$ cat src/rtl/seg_pkg.sv
// Shared constants for the 7-segment scan controller: segment bit positions,
// active-high glyph patterns {dp,g,f,e,d,c,b,a} and the scan FSM state type.
package seg_pkg;

  localparam int SEG_A  = 0;
  localparam int SEG_B  = 1;
  localparam int SEG_C  = 2;
  localparam int SEG_D  = 3;
  localparam int SEG_E  = 4;
  localparam int SEG_F  = 5;
  localparam int SEG_G  = 6;
  localparam int SEG_DP = 7;

  localparam logic [7:0] GLYPH_0     = 8'h3F;
  localparam logic [7:0] GLYPH_1     = 8'h06;
  localparam logic [7:0] GLYPH_2     = 8'h5B;
  localparam logic [7:0] GLYPH_3     = 8'h4F;
  localparam logic [7:0] GLYPH_4     = 8'h66;
  localparam logic [7:0] GLYPH_5     = 8'h6D;
  localparam logic [7:0] GLYPH_6     = 8'h7D;
  localparam logic [7:0] GLYPH_7     = 8'h07;
  localparam logic [7:0] GLYPH_8     = 8'h7F;
  localparam logic [7:0] GLYPH_9     = 8'h6F;
  localparam logic [7:0] GLYPH_DASH  = 8'h40;
  localparam logic [7:0] GLYPH_BLANK = 8'h00;

  typedef enum logic {
    ST_GUARD = 1'b0,
    ST_ON    = 1'b1
  } seg_state_e;

endpackage

$ cat src/rtl/seg_decode.sv
// Combinational BCD digit + decimal point to active-high segment pattern.
// Non-decimal codes render as a dash; blank_i suppresses a-g but keeps dp.
module seg_decode
  import seg_pkg::*;
(
  input  logic [3:0] bcd_i,
  input  logic       dp_i,
  input  logic       blank_i,
  output logic [7:0] seg_o
);

  logic [7:0] glyph;

  always_comb begin
    glyph = GLYPH_DASH;
    case (bcd_i)
      4'd0: glyph = GLYPH_0;
      4'd1: glyph = GLYPH_1;
      4'd2: glyph = GLYPH_2;
      4'd3: glyph = GLYPH_3;
      4'd4: glyph = GLYPH_4;
      4'd5: glyph = GLYPH_5;
      4'd6: glyph = GLYPH_6;
      4'd7: glyph = GLYPH_7;
      4'd8: glyph = GLYPH_8;
      4'd9: glyph = GLYPH_9;
      default: glyph = GLYPH_DASH;
    endcase
    if (blank_i) begin
      glyph = GLYPH_BLANK;
    end
    seg_o         = glyph;
    seg_o[SEG_DP] = dp_i;
  end

endmodule

$ cat src/rtl/seg_scan_controller.sv
// 4-digit common-anode scan controller: guard/ON sequencing, per-frame input
// snapshot, 16-level PWM. Define SEG_LEADING_ZERO_BLANK_EN to blank leading zeros.
module seg_scan_controller
  import seg_pkg::*;
#(
  parameter int DIGIT_CYCLES = 50000,
  parameter int GUARD_CYCLES = 500
) (
  input  logic        i_clk,
  input  logic        i_rst,
  input  logic [15:0] i_BCD,
  input  logic [3:0]  i_dp,
  input  logic [3:0]  i_brightness,
  output logic [3:0]  o_digitSelect,
  output logic [7:0]  o_LED,
  output logic        o_frame_done
);

  localparam int CW = $clog2((DIGIT_CYCLES > GUARD_CYCLES) ? DIGIT_CYCLES : GUARD_CYCLES);
  localparam logic [CW-1:0] ON_LAST    = CW'(DIGIT_CYCLES - 1);
  localparam logic [CW-1:0] GUARD_LAST = CW'(GUARD_CYCLES - 1);

  seg_state_e    state_q, state_d;
  logic [CW-1:0] phase_q, phase_d;
  logic [1:0]    digit_q, digit_d;
  logic [3:0]    pwm_q, pwm_d;
  logic [15:0]   snap_bcd_q, snap_bcd_d;
  logic [3:0]    snap_dp_q, snap_dp_d;
  logic [3:0]    snap_bright_q, snap_bright_d;
  logic          last_q, last_d;
  logic [3:0]    sel_q, sel_d;
  logic [7:0]    led_q, led_d;
  logic          done_q;

  logic          lead_zero;
  logic          lit;
  logic [7:0]    seg;

  // Sequencer: snapshot is taken only when entering digit 0, so a frame never tears.
  always_comb begin
    state_d       = state_q;
    phase_d       = phase_q + 1'b1;
    digit_d       = digit_q;
    pwm_d         = pwm_q;
    snap_bcd_d    = snap_bcd_q;
    snap_dp_d     = snap_dp_q;
    snap_bright_d = snap_bright_q;
    last_d        = 1'b0;
    case (state_q)
      ST_GUARD: begin
        if (phase_q == GUARD_LAST) begin
          state_d = ST_ON;
          phase_d = '0;
          pwm_d   = '0;
          if (digit_q == 2'd0) begin
            snap_bcd_d    = i_BCD;
            snap_dp_d     = i_dp;
            snap_bright_d = i_brightness;
          end
        end
      end
      ST_ON: begin
        pwm_d = pwm_q + 4'd1;
        if (phase_q == ON_LAST) begin
          state_d = ST_GUARD;
          phase_d = '0;
          digit_d = digit_q + 2'd1;
          last_d  = (digit_q == 2'd3);
        end
      end
      default: state_d = ST_GUARD;
    endcase
  end

`ifdef SEG_LEADING_ZERO_BLANK_EN
  always_comb begin
    lead_zero = 1'b0;
    case (digit_q)
      2'd3:    lead_zero = (snap_bcd_q[15:12] == 4'd0);
      2'd2:    lead_zero = (snap_bcd_q[15:8] == 8'd0);
      2'd1:    lead_zero = (snap_bcd_q[15:4] == 12'd0);
      default: lead_zero = 1'b0;
    endcase
  end
`else
  assign lead_zero = 1'b0;
`endif

  seg_decode u_decode (
    .bcd_i   (snap_bcd_q[{digit_q, 2'b00} +: 4]),
    .dp_i    (snap_dp_q[digit_q]),
    .blank_i (lead_zero),
    .seg_o   (seg)
  );

  // Output registers follow the current state, so they lag the state by one cycle.
  always_comb begin
    lit   = (state_q == ST_ON) && ((snap_bright_q == 4'hF) || (pwm_q < snap_bright_q));
    sel_d = 4'hF;
    led_d = 8'hFF;
    if (lit) begin
      sel_d = ~(4'b0001 << digit_q);
      led_d = ~seg;
    end
  end

  always_ff @(posedge i_clk) begin
    if (!i_rst) begin
      state_q       <= ST_GUARD;
      phase_q       <= '0;
      digit_q       <= 2'd0;
      pwm_q         <= 4'd0;
      snap_bcd_q    <= 16'd0;
      snap_dp_q     <= 4'd0;
      snap_bright_q <= 4'd0;
      last_q        <= 1'b0;
      sel_q         <= 4'hF;
      led_q         <= 8'hFF;
      done_q        <= 1'b0;
    end else begin
      state_q       <= state_d;
      phase_q       <= phase_d;
      digit_q       <= digit_d;
      pwm_q         <= pwm_d;
      snap_bcd_q    <= snap_bcd_d;
      snap_dp_q     <= snap_dp_d;
      snap_bright_q <= snap_bright_d;
      last_q        <= last_d;
      sel_q         <= sel_d;
      led_q         <= led_d;
      done_q        <= last_q;
    end
  end

  assign o_digitSelect = sel_q;
  assign o_LED         = led_q;
  assign o_frame_done  = done_q;

endmodule

$ cat config.mk
export PLATFORM = sky130hd
export DESIGN_NAME = seg_scan_controller
export DESIGN_NICKNAME = d
export VERILOG_FILES = /design/src/rtl/seg_pkg.sv /design/src/rtl/seg_decode.sv /design/src/rtl/seg_scan_controller.sv
export SDC_FILE = /design/constraint.sdc
export NUM_CORES = 1
export LEC_CHECK = 0
export ABC_AREA = 1
export CAP_MARGIN = 30
export CELL_PAD_IN_SITES_DETAIL_PLACEMENT = 1
export CELL_PAD_IN_SITES_GLOBAL_PLACEMENT = 2
export CORE_MARGIN = 3
export CORE_UTILIZATION = 30
export DETAILED_ROUTE_END_ITERATION = 6
export GPL_TIMING_DRIVEN = 1
export PLACE_DENSITY = 0.86
export SYNTH_ARGS = -nofsm -noshare
export SYNTH_HDL_FRONTEND = slang
export SYNTH_SLANG_ARGS = --single-unit
export TNS_END_PERCENT = 1
$ cat constraint.sdc
create_clock -name i_clk -period 2.3 [get_ports i_clk]
set_clock_uncertainty 0.2 [all_clocks]
set_input_delay 0.46 -clock i_clk [delete_from_list [all_inputs] [get_ports i_clk]]
set_output_delay 0.46 -clock i_clk [all_outputs]
set_load 0.02 [all_outputs]
==> results.txt <==
The flow ran to the end, and the final reports show no timing, DRC or antenna violations. After clock tree synthesis, the clock-pin slew on the worst setup and hold paths is 0.06 ns. After synthesis, the netlist uses 27 different library cells. The die covers 0.0109 mm².

In this run the worst hold path is classified as flop to flop. The highest cell delay on the worst timing path is 0.54 ns, and the post-route non-filler standard cell count is 590. The post-CTS setup repair buffer count was 0; the fill cell total of the finished layout was 1206. The post-placement cell count was 575; the die extent in x was 105 µm.

During placement, the flow inserted port buffers numbering 38. For this run, the post-layout net count is 497. The cell sitting at the root of the clock tree is a clkbuf_8. The power density normalized to cell area is 557 mW/mm². The count of final max-slew check failures came out at 0.

IR analysis of the VDD net gives a maximum drop of 0.273 mV. In this run the count of I/O pins placed on the die edge is 39. At the pin with the least slew margin, the transition time is 0.375 ns. The tools report the via count of the first global-routing pass as 2562.

For this design, the CTS-stage hold fixing added 0 buffers. In the final routed layout, each cell accounts on average for 11.3 µm. The per-instance average area after synthesis is 7.05 µm². The fraction of the cycle the final worst path needs was 91.0%; the number of synthesis warnings was 0.

For this block, the initial DRC count from the detailed router was 80. The height of the die was 105 µm; the vias after detailed routing was 2511. Worst endpoint data arrival time: 2.12 ns. After detailed routing, the number of vias per cell comes to 4.26.

Measured against its own limit, the worst slew margin works out to 75.0%. The async set or reset register ratio after synthesis was 0%. The detailed-placement wirelength estimate was 4980 µm; the total leakage power was 1.58 nW. The wire length of the first global-routing pass was 11600 µm; the highest clock frequency the design can meet was 0.478 GHz.

The most used flip-flop cell after synthesis is dfxtp_1. For this configuration, the core starts out at a cell density of 31.3%. The shortest clock period the worst path allows after layout is 2.09 ns, and the share of final-layout standard cells stronger than drive strength 1 is 9.98%.

Max capacitance violation total: 0. The synthesized design devotes to its leading area cell type 41.9% of total area. STA classifies the critical path startpoint as a flop.

The weighted congestion at the end of routability-driven global placement was 0.779. The synthesized cell area was 0.00292 mm². Global routing finished with a remaining overflow of 0.

The first detailed-routing pass took 4 iterations. The initial antenna violation count was 0. 0 antenna diodes ended up in the layout.

In the final timing run, aggregate negative setup slack is 0 ns. The core outline area was 0.00933 mm²; the total routed wirelength was 6670 µm. The tools report the clock latency on the worst-skew pair as 0.34 ns. Sequential cells were found to cover 41.9% of the synthesized design area. Post-CTS repair changed the size of 0 cells. For the total count of hold-check failures in the final report, the log shows 0.

Buffers inserted during clock tree synthesis total 9. The kind of capture point of the worst setup path was a flop. Counting flops and latches in the post-synthesis netlist gives 61. Setup violations remaining at the end of the flow were counted as 0.

In the post-synthesis netlist, the biggest area contributors are dfxtp_1, nand2_1, nor2_1. Yosys mapped a number of flops with a built-in enable equal to 0. TritonCTS built the clock tree. Setup repair after global routing left no endpoint under its margin.

In this design, the critical path's most frequently occurring cell is nand2_1. The cell row count was 35; the required arrival time at the worst endpoint was 2.33 ns. The master of the slowest instance on the critical path was dfxtp_1. Entering global routing, the biggest net connects 49 pins.

After technology mapping, the gate count stands at 414. Category of the critical setup timing path: flop to flop. After detailed routing, the number of remaining DRC violations is 0. The signal on the critical path passes through clkinv_1 > ha_1 > nand4_2 > buf_12 > nand2_1 > nand2_1 > nor2_1. The remaining antenna violation count is 0, and the number of levels in the clock H-tree is 3. Global routing used 13.0% of the available tracks.

The area growth from synthesis to layout is 24.0%. The number of clock sinks was 61. The biggest fanout along the worst timing path is 48.

The maximum buffer depth of the clock tree was 2; the synthesized net count was 454. The tools report the worst hold margin as 0.226 ns. dfxtp_1 takes more of the synthesized area than any other cell. Overall power of the completed layout: 0.00202 W.
-- metrics by stage --
step | area [µm²] | setup slack (ns) | utilization, %
CTS | 3620 | 0.191 | 38.8
floorplan | 2920 | 0.381 | -
global route | 3620 | 0.0208 | 38.8
detailed placement | 3440 | 0.205 | 36.9
finish | 3620 | 0.208 | 38.8
global placement | 3440 | 0.266 | 36.9
-- path summary, 6_finish.rpt --
check	startpoint	end	slack, ns	cells after the start
hold reg to reg	last_q$_SDFF_PN0_	o_frame_done$_SDFF_PN0_	0.23	2
setup reg to reg	digit_q[0]$_SDFFE_PN0P_	snap_bright_q[1]$_SDFFE_PN0P_	0.21	7
setup / recovery	digit_q[0]$_SDFFE_PN0P_	snap_bright_q[1]$_SDFFE_PN0P_	0.21	7
hold / removal	last_q$_SDFF_PN0_	o_frame_done$_SDFF_PN0_	0.23	2
-- routing by layer --
layer / track usage [%] / part of all wire, %
met3: 2.90 / 3.4
met4: 6.56 / 2.4
met2: 19.7 / 43
met5: 0 / 0
met1: 17.3 / 52
-- worst max-delay path, delay by kind of cell (launching register included) --
kind                       cells  cell delay, ns
adders and majority gates      1            0.32
buffers and inverters          2            0.57
DFF                            1            0.54
and+or+nand+nor                4            0.34
-- power breakdown --
group	switching (W)	internal, W	leakage [nW]
Combinational	0.0000285	0.0000460	0.998
Clock	0.000404	0.000473	0.0926
Sequential	0.00000349	0.00106	0.492
Total	0.000436	0.00158	1.58
-- logic make-up (layout without fill, tap and decap cells) --
logic type	count (synthesis)	count (layout)	share of synthesized area [%]
flops	61	61	41.9
fa+ha+maj	14	14	6.00
buf+inv	64	111	9.43
simple gates	240	240	35.1
xor+xnor	10	10	3.00
compound gates	25	25	4.59
-- synth_stat cells (2+ instances only) --
library cell / number
nor2_1: 70
inv_2: 2
a21oi_1: 11
buf_6: 3
nor2_2: 20
dfxtp_1: 61
nand3b_1: 2
xor2_1: 7
buf_2: 4
nand2_1: 113
xnor2_1: 3
o21bai_1: 2
clkbuf_1: 4
buf_4: 2
o21ai_0: 11
nand4_1: 4
nand3_1: 25
ha_1: 14
inv_1: 47
clkinv_1: 2
-- layout by cell type (no fill, tap or decap) --
cell and instances:
clkbuf_8 12, and3_1 1, nor2_4 1, nand2_2 1, inv_2 2, xnor2_1 3
clkdlybuf4s50_1 38, or2_2 1, clkinv_1 2, clkbuf_1 2, a21oi_1 11, nor2_2 20
nor3_1 1, a32oi_1 1, buf_12 1, dfxtp_1 61, ha_1 14, nand3b_1 2
nor2_1 70, xor2_1 7, o21bai_1 2, inv_1 47, nand2_1 113, clkinv_2 1
buf_4 6, o21ai_0 11, nand3_1 25, nand4_1 4, nand4_2 1
-- state kept, by name, summed over array words and instances (netlist names) --
register / flops
phase_q: 16
snap_bcd_q: 16
o_LED: 8
o_digitSelect: 4
pwm_q: 4
snap_bright_q: 4
snap_dp_q: 4
digit_q: 2
last_q: 1
o_frame_done: 1
state_q: 1
-- final cells by class --
type                            count  area, µm²  share of cell area, %
Clock buffer                       14        173                   4.77
Clock inverter                      1       5.00                  0.138
Inverter                           51        191                   5.29
Multi-Input combinational cell    289       1420                   39.3
Sequential cell                    61       1220                   33.7
Tap cell                          129        161                   4.46
Timing Repair Buffer               45        445                   12.3
Power figures use the tool's default switching activity.
